<file path="src/rtl/alu_pkg.sv">
// Shared types and helpers for the ALU sharing arbiter and its 32-bit ALU.
package alu_pkg;

   localparam int ALU_W = 32;

   typedef enum logic [2:0] {
      OP_ADD = 3'b000,
      OP_GT  = 3'b010
   } alu_op_e;

   function automatic logic is_legal_op(alu_op_e op);
      return (op == OP_ADD) || (op == OP_GT);
   endfunction

endpackage

</file>
<file path="src/rtl/alu_32bit.sv">
// Combinational 32-bit ALU: wrapping add and unsigned greater-than.
module alu_32bit
   import alu_pkg::*;
(
   input  logic [ALU_W-1:0] a,
   input  logic [ALU_W-1:0] b,
   input  alu_op_e          op,
   output logic [ALU_W-1:0] result,
   output logic             err
);

   always_comb begin
      result = '0;
      err    = !is_legal_op(op);
      case (op)
         OP_ADD:  result = a + b;
         OP_GT:   result = {{(ALU_W-1){1'b0}}, (a > b)};
         default: result = '0;
      endcase
   end

endmodule

</file>
<file path="src/rtl/alu_rr_arbiter.sv">
// Combinational round-robin picker: first set request at or after ptr, wrapping.
module alu_rr_arbiter #(
   parameter int N    = 4,
   localparam int ID_W = $clog2(N)
)(
   input  logic [N-1:0]    req,
   input  logic [ID_W-1:0] ptr,
   input  logic            en,
   output logic [N-1:0]    grant,
   output logic [ID_W-1:0] grant_idx
);

   logic            found;
   logic [ID_W:0]   sum;
   logic [ID_W-1:0] idx;

   always_comb begin
      grant     = '0;
      grant_idx = '0;
      found     = 1'b0;
      sum       = '0;
      idx       = '0;
      for (int k = 0; k < N; k++) begin
         sum = {1'b0, ptr} + (ID_W+1)'(k);
         if (sum >= (ID_W+1)'(N)) sum = sum - (ID_W+1)'(N);
         idx = sum[ID_W-1:0];
         if (en && !found && req[idx]) begin
            found      = 1'b1;
            grant[idx] = 1'b1;
            grant_idx  = idx;
         end
      end
   end

endmodule

</file>
<file path="src/rtl/alu_share_arbiter.sv">
// Shares one alu_32bit between NUM_REQ requesters with a registered, tagged response.
// Optional ALU_ARB_PERF_EN adds saturating per-requester grant and stall counters.
module alu_share_arbiter
   import alu_pkg::*;
#(
   parameter int NUM_REQ = 4,
   localparam int ID_W   = $clog2(NUM_REQ)
)(
   input  logic                clk,
   input  logic                rst_n,
   input  logic [NUM_REQ-1:0]  req_valid,
   output logic [NUM_REQ-1:0]  req_ready,
   input  logic [ALU_W-1:0]    req_a [NUM_REQ],
   input  logic [ALU_W-1:0]    req_b [NUM_REQ],
   input  alu_op_e             req_op [NUM_REQ],
   output logic                rsp_valid,
   input  logic                rsp_ready,
   output logic [ID_W-1:0]     rsp_id,
   output logic [ALU_W-1:0]    rsp_result,
   output logic                rsp_err
`ifdef ALU_ARB_PERF_EN
   ,output logic [15:0]        perf_grant_cnt [NUM_REQ]
   ,output logic [15:0]        perf_stall_cnt
`endif
);

   logic               can_issue;
   logic               accept;
   logic [ID_W-1:0]    ptr;
   logic [ID_W-1:0]    grant_idx;
   logic [NUM_REQ-1:0] grant;
   logic [ALU_W-1:0]   alu_result;
   logic               alu_err;

   assign can_issue = !rsp_valid || rsp_ready;

   // rst_n gates the grant so nothing is offered while held in reset
   alu_rr_arbiter #(.N(NUM_REQ)) u_arb (
      .req       (req_valid),
      .ptr       (ptr),
      .en        (can_issue && rst_n),
      .grant     (grant),
      .grant_idx (grant_idx)
   );

   assign req_ready = grant;
   assign accept    = |grant;

   alu_32bit u_alu (
      .a      (req_a[grant_idx]),
      .b      (req_b[grant_idx]),
      .op     (req_op[grant_idx]),
      .result (alu_result),
      .err    (alu_err)
   );

   always_ff @(posedge clk or negedge rst_n) begin
      if (!rst_n) begin
         rsp_valid  <= 1'b0;
         rsp_id     <= '0;
         rsp_result <= '0;
         rsp_err    <= 1'b0;
         ptr        <= '0;
      end else begin
         if (can_issue) begin
            rsp_valid <= accept;
            if (accept) begin
               rsp_id     <= grant_idx;
               rsp_result <= alu_result;
               rsp_err    <= alu_err;
            end
         end
         if (accept) ptr <= (grant_idx == ID_W'(NUM_REQ-1)) ? '0 : grant_idx + 1'b1;
      end
   end

`ifdef ALU_ARB_PERF_EN
   always_ff @(posedge clk or negedge rst_n) begin
      if (!rst_n) begin
         for (int i = 0; i < NUM_REQ; i++) perf_grant_cnt[i] <= '0;
         perf_stall_cnt <= '0;
      end else begin
         for (int i = 0; i < NUM_REQ; i++) begin
            if (grant[i] && perf_grant_cnt[i] != 16'hFFFF)
               perf_grant_cnt[i] <= perf_grant_cnt[i] + 16'd1;
         end
         if (|req_valid && !can_issue && perf_stall_cnt != 16'hFFFF)
            perf_stall_cnt <= perf_stall_cnt + 16'd1;
      end
   end
`endif

endmodule

</file>
<file path="config.mk">
export PLATFORM = sky130hd
export DESIGN_NAME = alu_share_arbiter
export DESIGN_NICKNAME = d
export VERILOG_FILES = /design/src/rtl/alu_pkg.sv /design/src/rtl/alu_32bit.sv /design/src/rtl/alu_rr_arbiter.sv /design/src/rtl/alu_share_arbiter.sv
export SDC_FILE = /design/constraint.sdc
export NUM_CORES = 1
export LEC_CHECK = 0
export CAP_MARGIN = 15
export CORE_MARGIN = 4
export CORE_UTILIZATION = 43
export DETAILED_ROUTE_END_ITERATION = 10
export PLACE_DENSITY = 0.84
export SYNTH_ARGS = -nofsm -noshare
export SYNTH_HDL_FRONTEND = slang
export SYNTH_SLANG_ARGS = --single-unit
</file>
<file path="constraint.sdc">
create_clock -name clk -period 6.2 [get_ports clk]
set_input_delay 0.93 -clock clk [delete_from_list [all_inputs] [get_ports clk]]
set_output_delay 0.93 -clock clk [all_outputs]
set_load 0.1 [all_outputs]
</file>
==> out/qor.json <==
{
  "synth_xor_xnor_area_share": {"value": 0.0349},
  "syn-cell-area": {"value": 6520, "unit": "um2"},
  "globalRoute.totalOverflow": {"value": 0},
  "area_growth": {"value": 55.4, "unit": "%"},
  "multi_input_comb_area": {"value": 5140, "unit": "um2"},
  "worst_ep_required_time": {"value": 6.37, "unit": "ns"},
  "track_usage": {"value": 0.267},
  "core_region_area": {"value": 14700, "unit": "um2"},
  "maximum_ir_drop_on_the_vdd_rail": {"value": 299, "unit": "uV"},
  "globalplace.congestion": {"value": 0.993},
  "muxShareOfSynthArea": {"value": 0.155},
  "finalWirelength": {"value": 24400, "unit": "um"},
  "grt-busiest-layer": {"value": "met2"},
  "die_height": {"value": 131, "unit": "um"},
  "timing.critical_path.cells": {"value": "clkdlybuf4s50_1 -> or3b_1 -> o32ai_4 -> mux2i_1 -> a221o_4 -> buf_12 -> and2_0 -> a211oi_1 -> a31oi_1 -> ha_1 -> nand3b_1 -> nor3_1 -> o21ai_0 -> a221o_1 -> a31oi_1 -> a41oi_1 -> mux2i_1 -> a32o_1"},
  "run_status": {"value": "complete, no violations"},
  "max-clock-path-buffers": {"value": 2},
  "buffer_ports.inserted": {"value": 314},
  "drt-initial-drc-count": {"value": 374},
  "fillers": {"value": 1187},
  "synthArstFlopShare": {"value": 1.00},
  "ys.flop_type": {"value": "sky130_fd_sc_hd__dfrtp_1"},
  "worst_clock_skew": {"value": 0.00360, "unit": "ns"},
  "rsz0062_at_grt": {"value": "false"},
  "detailed_route_wire_length_per_cell": {"value": 18.2, "unit": "um"},
  "synth-simple-area-share": {"value": 0.217},
  "floorplan_die_width": {"value": 131, "unit": "um"},
  "number_of_storage_elements_in_the_synthesis_netlist": {"value": 38},
  "synth_enable_flop_cells": {"value": 0},
  "power.density_cell_area": {"value": 509, "unit": "nW/um2"},
  "actual_slew_at_the_worst_max_slew_pin": {"value": 1.03, "unit": "ns"},
  "relSlewSlack": {"value": 0.311},
  "grt_first_pass_wirelength": {"value": 38100, "unit": "um"},
  "num-nets-final": {"value": 1495},
  "design.die.area": {"value": 17200, "unit": "um2"},
  "post_synth_inst_count": {"value": 843},
  "finalCritPeriodShare": {"value": 0.936},
  "groute.layer.met3.usage": {"value": 0.0451},
  "critPathLaunch": {"value": "req_valid[3]"},
  "clock_sink_count": {"value": 38},
  "grt_util_met2": {"value": 0.463},
  "ant_nets": {"value": 0},
  "critPathBufInv": {"value": 2},
  "most-common-layout-cells": {"value": "sky130_fd_sc_hd__clkdlybuf4s50_1 (309), sky130_fd_sc_hd__nand2_1 (130), sky130_fd_sc_hd__mux2i_1 (91)"},
  "p_leak": {"value": 0.00431, "unit": "uW"},
  "report.final.slew_viol_count": {"value": 0},
  "grt_max_degree": {"value": 55},
  "synth.net_count": {"value": 1188},
  "first_global_vias": {"value": 7275},
  "post_drt_via_cell_ratio": {"value": 5.59},
  "synth.distinct_cells": {"value": 69},
  "finalSetupTns": {"value": 0, "unit": "ns"},
  "cts_inserted_buffers": {"value": 5},
  "post_synthesis_share_of_cell_area_spent_on_full_adders_half_adders_and_majority_gates": {"value": 0.135},
  "largest_driver_fanout_on_the_critical_path": {"value": 22},
  "dp_hpwl": {"value": 21000, "unit": "um"},
  "worstPathArrival": {"value": 5.97, "unit": "ns"},
  "cts.reportedPaths.clkPinSlew": {"value": 0.06, "unit": "ns"},
  "insertion_delay_to_the_later_sink_of_the_worst_skew_pair": {"value": 0.28, "unit": "ns"},
  "dp_worst_setup_slack": {"value": 0.0719, "unit": "ns"},
  "final-seq-area": {"value": 951, "unit": "um2"},
  "setup.worst_path.start_class": {"value": "input port"},
  "cp_slowest_cell": {"value": "sky130_fd_sc_hd__a221o_4"},
  "synth_top_family_by_area": {"value": "compound AO/OA/AOI/OAI gates"},
  "detail_route.drc_violations": {"value": 0},
  "ios": {"value": 315},
  "clockRootBuffer": {"value": "sky130_fd_sc_hd__clkbuf_16"},
  "worst_setup_path_end_kind": {"value": "flop"},
  "synth_seq_area_share": {"value": 0.146},
  "grt_antenna_before_repair": {"value": 1},
  "dr_total_vias": {"value": 7465},
  "min-delay-path-class": {"value": "input port to async pin"},
  "crit_family": {"value": "compound AO/OA/AOI/OAI gates"},
  "post-route-min-period": {"value": 5.80, "unit": "ns"},
  "global_route.usage.met1": {"value": 0.352},
  "worstSetupPathType": {"value": "input port to flop"},
  "fmax": {"value": 172, "unit": "MHz"},
  "max_stage_delay": {"value": 0.60, "unit": "ns"},
  "final.setup.worst_slack": {"value": 0.398, "unit": "ns"},
  "final-hold-violation-count": {"value": 0},
  "initial_core_util": {"value": 0.444},
  "core.rowCount": {"value": 44},
  "reg2reg_from": {"value": "ptr[1]"},
  "layout_commonest_cell": {"value": "sky130_fd_sc_hd__clkdlybuf4s50_1"},
  "clock_tree.htree_level_count": {"value": 2},
  "finalSetupViolations": {"value": 0},
  "post_route_cells_drive_above_1_share": {"value": 0.0556},
  "cts_tree": {"value": "done"},
  "avgSynthCellArea": {"value": 7.73, "unit": "um2"},
  "finalHoldWorstSlack": {"value": 0.448, "unit": "ns"},
  "r2r_slack": {"value": 0.61, "unit": "ns"},
  "synth_compound_gate_area_share": {"value": 0.243},
  "maxCapViolCount": {"value": 0},
  "synthesis.yosys.warnings": {"value": 0},
  "number_of_iterations_in_the_first_detailed_routing_pass": {"value": 5}
}
area by class of cell:
cell class              instances  share of cell area
repair buffers                347               0.338
well taps                     184              0.0227
flip-flops and latches         38              0.0938
multi-input cells             697               0.508
diodes                          1            0.000247
clock inverters                 2             0.00123
inverters                      61              0.0226
clock buffers                   6              0.0137
worst reg2reg max path, delay by kind of cell (launching register included):
family	cells	cell delay [ns]
and+or+nand+nor	3	0.62
DFF	1	0.49
AOI/OAI and AO/OA	9	2.53
adders and majority gates	2	0.90
buffers and inverters	2	0.40
muxes	3	0.55
flip-flops by register name, indices dropped and copies added (netlist names):
signal	count
rsp_result	32
ptr	2
rsp_id	2
rsp_err	1
rsp_valid	1
metal layers:
metal,vias to the layer above,routed length (um)
met3,26,1740
met5,-,0
li1,3646,-
met4,0,403
met2,322,11700
met1,3471,10500
cells in the mapped netlist (4+ instances only):
cell type	count	area, um2
sky130_fd_sc_hd__xor2_1	7	61.3
sky130_fd_sc_hd__a21o_1	8	60.1
sky130_fd_sc_hd__o221ai_1	5	43.8
sky130_fd_sc_hd__mux2_2	4	45.0
sky130_fd_sc_hd__nand3_1	14	70.1
sky130_fd_sc_hd__a32o_1	6	60.1
sky130_fd_sc_hd__mux2i_1	91	911
sky130_fd_sc_hd__buf_2	16	80.1
sky130_fd_sc_hd__nor3_1	9	45.0
sky130_fd_sc_hd__a211oi_1	34	255
sky130_fd_sc_hd__dfrtp_1	38	951
sky130_fd_sc_hd__o21ai_0	20	100
sky130_fd_sc_hd__a31oi_1	37	231
sky130_fd_sc_hd__o31ai_1	6	45.0
sky130_fd_sc_hd__nand2_1	130	488
sky130_fd_sc_hd__and2_1	28	175
sky130_fd_sc_hd__or3_1	5	31.3
sky130_fd_sc_hd__nand3b_1	9	67.6
sky130_fd_sc_hd__a22o_1	25	219
sky130_fd_sc_hd__a21oi_1	35	175
sky130_fd_sc_hd__inv_1	61	229
sky130_fd_sc_hd__nor2_1	33	124
sky130_fd_sc_hd__clkbuf_1	25	93.8
sky130_fd_sc_hd__ha_1	69	863
sky130_fd_sc_hd__and2_0	4	25.0
sky130_fd_sc_hd__o21bai_1	8	60.1
sky130_fd_sc_hd__o21a_1	7	52.6
sky130_fd_sc_hd__xnor2_1	19	166
sky130_fd_sc_hd__nor2b_1	14	87.6
sky130_fd_sc_hd__nand2b_1	12	75.1
timing repair:
action	4_1_cts	5_1_grt
resized for setup	0	1
buffers inserted	0	2
setup endpoints to repair	0	8
hold buffers	0	0
worst paths after layout:
check | to | cells after the start
worst min register to register | rsp_id[0] | 2
max in group asynchronous | rsp_result[11] | 2
worst min-delay path | rsp_id[0] | 1
worst max-delay path | rsp_result[23] | 18
min in group clk | rsp_id[0] | 2
worst max register to register | rsp_result[23] | 19
through the flow:
stage          std cells  power (uW)   util  area (um2)
2_1_floorplan        843        3570      -        6520
3_3_place_gp        1325        4770  0.677        9950
3_5_place_dp        1325        4820  0.677        9950
4_1_cts             1333        5100  0.688       10100
5_1_grt             1336        5560  0.689       10100
6_report            1336        5160  0.689       10100
cells by family (layout without fill, tap and decap cells):
| kind of cell | after synthesis | count (layout) |
|---|---|---|
| buffers and inverters | 108 | 416 |
| and+or+nand+nor | 283 | 283 |
| DFF | 38 | 38 |
| AOI/OAI and AO/OA | 219 | 219 |
| adders and majority gates | 70 | 70 |
| xor gates and xnor gates | 26 | 26 |
| muxes | 99 | 99 |
| other | 0 | 1 |
power by group:
group	internal (uW)	switching, uW
Combinational	1780	2760
Sequential	313	42.8
Clock	159	98.4
Total	2250	2900
No activity file was read; power rests on OpenSTA's default activity.
